===== src/rtl/tfp2fix_stream.sv =====
// Trivial-float to fixed-point converter with a valid/ready stream pipeline.
// Optional macro TFP2FIX_HALF_LSB_EN sets the top vacated bit (half-LSB reconstruction).
module tfp2fix_stream #(
  parameter int TFP_WIDTH = 8,
  parameter int EXP_WIDTH = 3,
  parameter int FIX_WIDTH = TFP_WIDTH - EXP_WIDTH + 2**EXP_WIDTH - 1,
  parameter     SIGNREP   = "SIGNED",
  parameter int PIPELINE  = 2
) (
  input  logic                 rst,
  input  logic                 clk,
  input  logic                 sclr,
  input  logic                 i_valid,
  output logic                 i_ready,
  input  logic [TFP_WIDTH-1:0] i_data,
  output logic                 o_valid,
  input  logic                 o_ready,
  output logic [FIX_WIDTH-1:0] o_data
);

  localparam int M = TFP_WIDTH - EXP_WIDTH;
  localparam int LO_W = (EXP_WIDTH + 1) / 2;
  localparam logic [EXP_WIDTH-1:0] LO_MASK = EXP_WIDTH'((1 << LO_W) - 1);
  localparam bit SGN = (SIGNREP == "SIGNED");

  logic [M-1:0]         mant;
  logic [EXP_WIDTH-1:0] expo;
  logic [FIX_WIDTH-1:0] ext;

  assign mant = i_data[TFP_WIDTH-1:EXP_WIDTH];
  assign expo = i_data[EXP_WIDTH-1:0];

  always_comb begin
    ext = {FIX_WIDTH{SGN & mant[M-1]}};
    for (int unsigned i = 0; i < M; i++) begin
      if (i < FIX_WIDTH) ext[i] = mant[i];
    end
  end

`ifdef TFP2FIX_HALF_LSB_EN
  function automatic logic [FIX_WIDTH-1:0] half_lsb(input logic [EXP_WIDTH-1:0] e);
    half_lsb = '0;
    if (e != '0) half_lsb = FIX_WIDTH'(1) << (e - EXP_WIDTH'(1));
  endfunction
`endif

  function automatic logic [FIX_WIDTH-1:0] shift_all(input logic [FIX_WIDTH-1:0] v,
                                                     input logic [EXP_WIDTH-1:0] e);
    shift_all = v << e;
`ifdef TFP2FIX_HALF_LSB_EN
    shift_all = shift_all | half_lsb(e);
`endif
  endfunction

  if (PIPELINE == 0) begin : g_comb
    assign i_ready = o_ready;
    assign o_valid = i_valid;
    assign o_data  = shift_all(ext, expo);
  end else begin : g_pipe
    logic                 en;
    logic [PIPELINE-1:0]  v_q;
    logic [FIX_WIDTH-1:0] d_q [PIPELINE];

    assign en      = !v_q[PIPELINE-1] || o_ready;
    assign i_ready = en;
    assign o_valid = v_q[PIPELINE-1];
    assign o_data  = d_q[PIPELINE-1];

    always_ff @(posedge clk or posedge rst) begin
      if (rst) begin
        v_q <= '0;
      end else if (sclr) begin
        v_q <= '0;
      end else if (en) begin
        v_q[0] <= i_valid;
        for (int unsigned k = 1; k < PIPELINE; k++) v_q[k] <= v_q[k-1];
      end
    end

    if (PIPELINE == 1) begin : g_one
      always_ff @(posedge clk or posedge rst) begin
        if (rst)     d_q[0] <= '0;
        else if (en) d_q[0] <= shift_all(ext, expo);
      end
    end else begin : g_split
      // Stage 1 shifts by the exponent's upper bits; stage 2 finishes with the low bits.
      logic [EXP_WIDTH-1:0] e_q;
      logic [FIX_WIDTH-1:0] part_shift;
      logic [FIX_WIDTH-1:0] s2;

      assign part_shift = ext << (expo & ~LO_MASK);

      always_comb begin
        s2 = d_q[0] << (e_q & LO_MASK);
`ifdef TFP2FIX_HALF_LSB_EN
        s2 = s2 | half_lsb(e_q);
`endif
      end

      always_ff @(posedge clk or posedge rst) begin
        if (rst) begin
          e_q <= '0;
          for (int unsigned k = 0; k < PIPELINE; k++) d_q[k] <= '0;
        end else if (en) begin
          d_q[0] <= part_shift;
          e_q    <= expo;
          d_q[1] <= s2;
          for (int unsigned k = 2; k < PIPELINE; k++) d_q[k] <= d_q[k-1];
        end
      end
    end
  end

endmodule


===== config.mk =====
export PLATFORM = sky130hd
export DESIGN_NAME = tfp2fix_stream
export DESIGN_NICKNAME = d
export VERILOG_FILES = /design/src/rtl/tfp2fix_stream.sv
export SDC_FILE = /design/constraint.sdc
export NUM_CORES = 1
export LEC_CHECK = 0
export CAP_MARGIN = 20
export CORE_MARGIN = 10
export CORE_UTILIZATION = 53
export DETAILED_ROUTE_END_ITERATION = 16
export HOLD_SLACK_MARGIN = 0.06
export PLACE_DENSITY = 0.83
export SLEW_MARGIN = 20
export SYNTH_ARGS = -nofsm -noshare
export SYNTH_HDL_FRONTEND = slang
export SYNTH_SLANG_ARGS = --single-unit

===== constraint.sdc =====
create_clock -name clk -period 2.8 [get_ports clk]
set_input_delay 0.28 -clock clk [delete_from_list [all_inputs] [get_ports clk]]
set_output_delay 0.28 -clock clk [all_outputs]
set_load 0.02 [all_outputs]

* Word level (Yosys, flattened, before mapping) *
Index checks and enable logic that the tools add are counted.

word-level totals
  output and inout bits = 14
  input bits = 13
  register bits after elaboration = 28

operators by class
  muxes and demuxes = 2
  shifts and indexed selects = 2
  reduce and logical (&&, ||, !) cells = 3

operator list
  cell               count
  $shl 12x2->12      1
  $shl 12x3->12      1
  $mux 2             2
  $reduce_bool 2->1  1
  $logic_not 1->1    1
  $logic_or 1x1->1   1

* Longest topological paths before layout *
Gate-level depths: netlist (run 1).

  depth in word-level cells = 4
  depth in mapped cells = 5

* Worst setup path after synthesis (run 1) *
No wires, ideal clock.

  path kind = flip-flop to output port
  from = register g_pipe.v_q[1]
  to = output port i_ready
  data arrival time = 1.067 ns
  buffers on the path = 1
  setup slack = 1.453 ns
  stages on the path, launching flop included = 4
  path through = dfrtp_1 -> nor2b_1 -> inv_1 -> clkbuf_1

between the ends
  word-level cells in the longest chain between the ends = 2

ends and longest elaborated chain
  what                      line  source
  start: declaration        61    logic [PIPELINE-1:0] v_q;
  start signal: assignment  71    v_q <= '0;
  start signal: assignment  73    v_q <= '0;
  $logic_not 1->1           64    assign en = !v_q[PIPELINE-1] || o_ready;
  $logic_or 1x1->1          64
  end: declaration          14    output logic i_ready,

Every way passes these cells.

* Worst setup path in the final report (run 1) *
Ends and elaborated chain as after synthesis.

==> flow_metrics.env, run 1 <==
export IMPL_combPwrFrac_pct=24.3
export IMPL_die_x_um=69.0
export IMPL_vdd_drop_max_mv=0.337
export IMPL_clock_fmax_ghz=0.543
export IMPL_antenna_found_initial=0
export IMPL_cts_sinks=25
export IMPL_cts_tree="done"
export IMPL_ant_nets=0
export IMPL_path_clk_slew_ps=130
export IMPL_worstPathRequired_ps=2520
export IMPL_final_cells=171
export IMPL_power_mw=0.776
export IMPL_worstPathBufferInverterCount=2
export IMPL_postSynthRegisterBits=25
export IMPL_drc=0
export IMPL_yosysUniqueCellTypes=24
export IMPL_wire_per_inst_um=14.5
export IMPL_syn2layout_area_growth_pct=16.3
export IMPL_reg2reg_depth=3
export IMPL_grt_max_degree=29
export IMPL_timing_rr_start="g_pipe.g_split.e_q[0]"
export IMPL_dr_pass1_iters=4
export IMPL_ctsHoldBuffers=0
export IMPL_syn_nets=143
export IMPL_fin_util_pct=65.8
export IMPL_worst_slew_pin_slew_ps=898
export IMPL_cts_setup_buffers=0
export IMPL_cp_top_family="buffers and inverters"
export IMPL_clk_path_buf_depth=2
export IMPL_place_congestion=0.786
export IMPL_nNetsFinal=157
export IMPL_fin_crit_ps=1840
export IMPL_finalSetupTns_ps=0
export IMPL_crit_path_start_kind="flop"
export IMPL_vias_per_cell=5.31
export IMPL_grt_total_usage_pct=10.7
export IMPL_die_area_um2=4770
export IMPL_swShare_pct=29.0
export IMPL_hp_class="input pin to asynchronous set/reset pin"
export IMPL_cp_depth=3
export IMPL_postSynthAreaPerCell_um2=9.81
export IMPL_power_share_sequential_pct=55.3
export IMPL_hold_violations=0
export IMPL_yosysSeqAreaShare_pct=49.1
export IMPL_crit_fanout=2
export IMPL_slew_headroom_pct=40.1
export IMPL_clockPowerShare_pct=20.4
export IMPL_cp_arrival_ps=1560
export IMPL_status="finished, final reports clean"
export IMPL_leakage_nw=0.680
export IMPL_drive_gt1_share_pct=7.69
export IMPL_syn_instance_count=130
export IMPL_ctsResizeCount=0
export IMPL_rr_endpoint="o_data[6]"
export IMPL_fin_skew_ps=4.48
export IMPL_root_buffer="clkbuf_4"
export IMPL_ff2ff_setup_slack_ps=1280
export IMPL_numCtsBuffers=3
export IMPL_worstSetupStartpoint="g_pipe.v_q[1]"
export IMPL_crit_path_end="i_ready"
export IMPL_wl_um=2490
export IMPL_antenna_cells=0
export IMPL_insertion_delay_ps=320
export IMPL_setup_viol=0
export IMPL_syn_area_um2=1270
export IMPL_internal_power_mw=0.551
export IMPL_power_density_nw_per_um2=524
export IMPL_switching_power_mw=0.225
export IMPL_slowest_stage="clkdlybuf4s50_1"
export IMPL_gr_total_overflow=0
export IMPL_vias=908
export IMPL_synth_warnings=0
export IMPL_grt_pass1_wl_um=4360
export IMPL_cp_cell_sequence="nor2b_1 -> inv_1 -> clkdlybuf4s50_1"
export IMPL_fin_crit_sh_pct=65.8
export IMPL_htreeDepth=1
export IMPL_drt_iter0_markers=64
export IMPL_port_buffers=26
export IMPL_grt_pass1_vias=927
export IMPL_core_um2=2250
export IMPL_post_dp_hpwl_um=1870
export IMPL_placedCellCount=167
export IMPL_start_util_pct=56.5
export IMPL_rsz0062_at_grt="no"
export IMPL_rows=17
export IMPL_end_kind="output port"
export IMPL_slew_violations=0
export IMPL_path_class="flop to output port"
export IMPL_ios=27
export IMPL_crit_path_max_incr_delay_ps=620
export IMPL_die_height_um=69.0
export IMPL_maxCapViolations=0
==> placed cells by master, fill, tap and decap left out, types with 3 or more instances in the layout <==
| cell type | count |
|---|---|
| nor2_1 | 11 |
| a21oi_1 | 7 |
| clkbuf_4 | 3 |
| o21ai_0 | 6 |
| dfrtp_1 | 25 |
| clkdlybuf4s50_1 | 26 |
| nand3b_1 | 6 |
| nand2_1 | 32 |
| mux2i_1 | 6 |
==> cell families after synthesis <==
family / after synthesis / synth area share [%]
AND/OR/NAND/NOR: 53 / 18.6
AO/OA/AOI/OAI: 20 / 9.72
buffers and inverters: 21 / 10.8
flip-flops: 25 / 49.1
multiplexers: 11 / 11.8
==> layout make-up <==
cell class | count | area (um^2)
clock inverter | 1 | 5.00
inverter | 2 | 7.51
tap | 28 | 35.0
multi-input combinational | 84 | 512
fill | 208 | 772
sequential | 25 | 626
clock buffer | 3 | 22.5
timing repair buffer | 28 | 275
==> state kept, by name, summed over array words and instances (netlist names) <==
signal              cells
g_pipe.d_q              9
o_data                 12
g_pipe.g_split.e_q      2
g_pipe.v_q              2
==> cells in the mapped netlist <==
master / n / area [um^2]
clkbuf_1: 1 / 3.75
dfrtp_1: 25 / 626
nor2_1: 11 / 41.3
a21o_1: 1 / 7.51
a211oi_2: 1 / 12.5
o211ai_1: 1 / 7.51
a22o_1: 1 / 8.76
mux4_1: 2 / 52.6
o21a_1: 1 / 7.51
a21oi_1: 7 / 35.0
nor2b_1: 2 / 12.5
and3_4: 1 / 11.3
nor3b_1: 1 / 7.51
inv_1: 2 / 7.51
buf_4: 12 / 90.1
mux2_2: 2 / 22.5
o21ai_0: 6 / 30.0
mux2i_1: 6 / 60.1
mux2_4: 1 / 15.0
a211oi_1: 2 / 15.0
nand2_1: 32 / 120
nand3b_1: 6 / 45.0
buf_6: 1 / 11.3
buf_2: 5 / 25.0
==> per-layer routing <==
layer / GRT usage, % / wire length, um / vias to the layer above
li1: - / - / 452
met5: 0 / 0 / -
met3: 3.71 / 189 / 5
met1: 11.1 / 985 / 428
met2: 18.8 / 1270 / 23
met4: 4.66 / 41 / 0
==> worst min-delay path by stage <==
stage	from	slack [ps]	cells past startpoint	end
floorplan	rst	310	1	g_pipe.d_q[12]
finish	rst	440	2	o_data[0]
CTS	i_data[0]	480	3	g_pipe.g_split.e_q[0]
detailed placement	o_data[11]	460	2	o_data[11]
global route	i_data[1]	470	3	g_pipe.g_split.e_q[1]
global placement	o_data[11]	450	2	o_data[11]
==> power groups by stage <==
stage / Combinational, mW / Sequential, mW / Clock, mW
after floorplan: 0.148 / 0.425 / 0
after global placement: 0.187 / 0.435 / 0
after detailed placement: 0.191 / 0.437 / 0
after CTS: 0.192 / 0.430 / 0.165
after global routing: 0.206 / 0.437 / 0.180
final: 0.189 / 0.429 / 0.158
==> worst register-to-register path: cells and delay by family, from the launching register on <==
| kind | cells | cell delay [ps] |
|---|---|---|
| simple gates | 2 | 150 |
| flops | 1 | 660 |
| mux | 1 | 620 |
==> stage by stage <==
stage	cell area, um^2	hold slack, ps	setup WS (ps)
finish	1480	437	959
global route	1480	475	898
CTS	1480	476	931
detailed placement	1460	459	1010
global placement	1460	455	1030
floorplan	1270	307	1450
Power figures use the tool's default switching activity.
==> inputs of run 2 (changes only) <==
--- a/config.mk
+++ b/config.mk
@@ -7,10 +7,10 @@
 export LEC_CHECK = 0
 export CAP_MARGIN = 20
 export CORE_MARGIN = 10
-export CORE_UTILIZATION = 53
+export CORE_UTILIZATION = 50
 export DETAILED_ROUTE_END_ITERATION = 16
 export HOLD_SLACK_MARGIN = 0.06
-export PLACE_DENSITY = 0.83
+export PLACE_DENSITY = 0.79
 export SLEW_MARGIN = 20
 export SYNTH_ARGS = -nofsm -noshare
 export SYNTH_HDL_FRONTEND = slang
==> constraint.sdc (replaced) <==
create_clock -name clk -period 1.8 [get_ports clk]
set_input_delay 0.18 -clock clk [delete_from_list [all_inputs] [get_ports clk]]
set_output_delay 0.18 -clock clk [all_outputs]
set_load 0.02 [all_outputs]
==> flow_metrics.env, run 2 (synthesized netlist as in run 1, its figures left out) <==
export IMPL_dr_pass1_iters=4
export IMPL_die_height_um=70.5
export IMPL_postLayoutCellArea_um2=1500
export IMPL_vias_per_cell=5.24
export IMPL_rows=18
export IMPL_slew_violations=0
export IMPL_insertion_delay_ps=310
export IMPL_grt_pass1_wl_um=4240
export IMPL_drc=0
export IMPL_numCtsBuffers=3
export IMPL_gr_total_overflow=0
export IMPL_rsz0062_at_grt="no"
export IMPL_post_dp_hpwl_um=1850
export IMPL_port_buffers=26
export IMPL_drt_iter0_markers=17
export IMPL_cts_tree="done"
export IMPL_leakage_nw=0.688
export IMPL_path_class="flop to flop"
export IMPL_power_mw=1.21
export IMPL_reg2reg_depth=4
export IMPL_post_dp_cell_area_um2=1470
export IMPL_grt_total_usage_pct=10.3
export IMPL_largest_reg_flops=12
export IMPL_slew_headroom_pct=69.3
export IMPL_ant_nets=0
export IMPL_syn2layout_area_growth_pct=17.8
export IMPL_crit_fanout=11
export IMPL_nNetsFinal=159
export IMPL_hp_class="input pin to asynchronous set/reset pin"
export IMPL_wire_per_inst_um=14.1
export IMPL_start_util_pct=51.9
export IMPL_ff2ff_setup_slack_ps=290
export IMPL_finalSetupTns_ps=0
export IMPL_cp_arrival_ps=1730
export IMPL_worst_slew_pin_slew_ps=461
export IMPL_cts_sinks=25
export IMPL_final_cells=175
export IMPL_place_ws_ps=214
export IMPL_crit_path_start_kind="flop"
export IMPL_fin_crit_sh_pct=84.0
export IMPL_grt_max_degree=29
export IMPL_fin_util_pct=61.2
export IMPL_rr_endpoint="o_data[9]"
export IMPL_power_density_nw_per_um2=803
export IMPL_fin_crit_ps=1510
export IMPL_layout_commonest_cell="nand2_1"
export IMPL_hold_ws_ps=196
export IMPL_timing_rr_start="g_pipe.g_split.e_q[0]"
export IMPL_htreeDepth=1
export IMPL_layout_cells_most_common_list="nand2_1 (32), dfrtp_1 (25), clkdlybuf4s50_1 (25), nor2_1 (11), a21oi_1 (7)"
export IMPL_wl_um=2460
export IMPL_fin_skew_ps=7.82
export IMPL_ctsHoldBuffers=0
export IMPL_antenna_found_initial=0
export IMPL_root_buffer="clkbuf_4"
export IMPL_maxCapViolations=0
export IMPL_place_congestion=0.788
export IMPL_clock_fmax_ghz=0.661
export IMPL_setup_viol=0
export IMPL_vdd_drop_max_mv=0.522
export IMPL_path_clk_slew_ps=130
export IMPL_die_x_um=70.5
export IMPL_ios=27
export IMPL_hold_violations=0
export IMPL_grt_pass1_vias=976
export IMPL_status="finished, final reports clean"
export IMPL_core_um2=2450
export IMPL_vias=917
export IMPL_die_area_um2=4970
export IMPL_drive_gt1_share_pct=8.28
export IMPL_final_setup_worst_slack_ps=287
export IMPL_worstPathRequired_ps=2010
export IMPL_antenna_cells=0
export IMPL_end_kind="flop"
export IMPL_worstSetupStartpoint="g_pipe.g_split.e_q[0]"
export IMPL_clk_path_buf_depth=2
export IMPL_placedCellCount=171
-- run 2: worst max path at each step --
stage                                end  slack [ps]  cells past startpoint
after floorplan           g_pipe.d_q[15]         470                      5
after global placement           i_ready         220                      4
after detailed placement         i_ready         210                      4
after CTS                        i_ready          30                      3
after global routing           o_data[9]         180                      4
final                          o_data[9]         290                      4
-- run 2: power by group --
part	internal (mW)	total, mW	switching, mW
Clock	0.0867	0.241	0.154
Combinational	0.158	0.297	0.139
Sequential	0.619	0.667	0.0487
-- run 2: repair_timing --
action	CTS	global route
endpoints found under the setup margin	0	1
gates resized for setup	0	1
buffers inserted	0	0
-- run 2: metal layers --
metal  vias up  routed length (um)  track usage (%)
met4         0                  47             5.26
met1       434                1040             10.4
met5         -                   0                0
met2        22                1210             18.0
met3         5                 167             3.53
li1        456                   -                -
-- run 2: cell type report --
| cell class | count | area (um^2) |
|---|---|---|
| Tap cell | 30 | 37.5 |
| Multi-Input combinational cell | 84 | 512 |
| Fill cell | 221 | 953 |
| Timing Repair Buffer | 30 | 293 |
| Sequential cell | 25 | 626 |
| Inverter | 2 | 7.51 |
| Clock buffer | 4 | 26.3 |
-- run 2: worst max-delay path, cell delays in order (launching register included) --
cell      delay, ps
dfrtp_1         620
buf_4           200
mux2i_1         300
a211oi_1        120
a21o_1          180
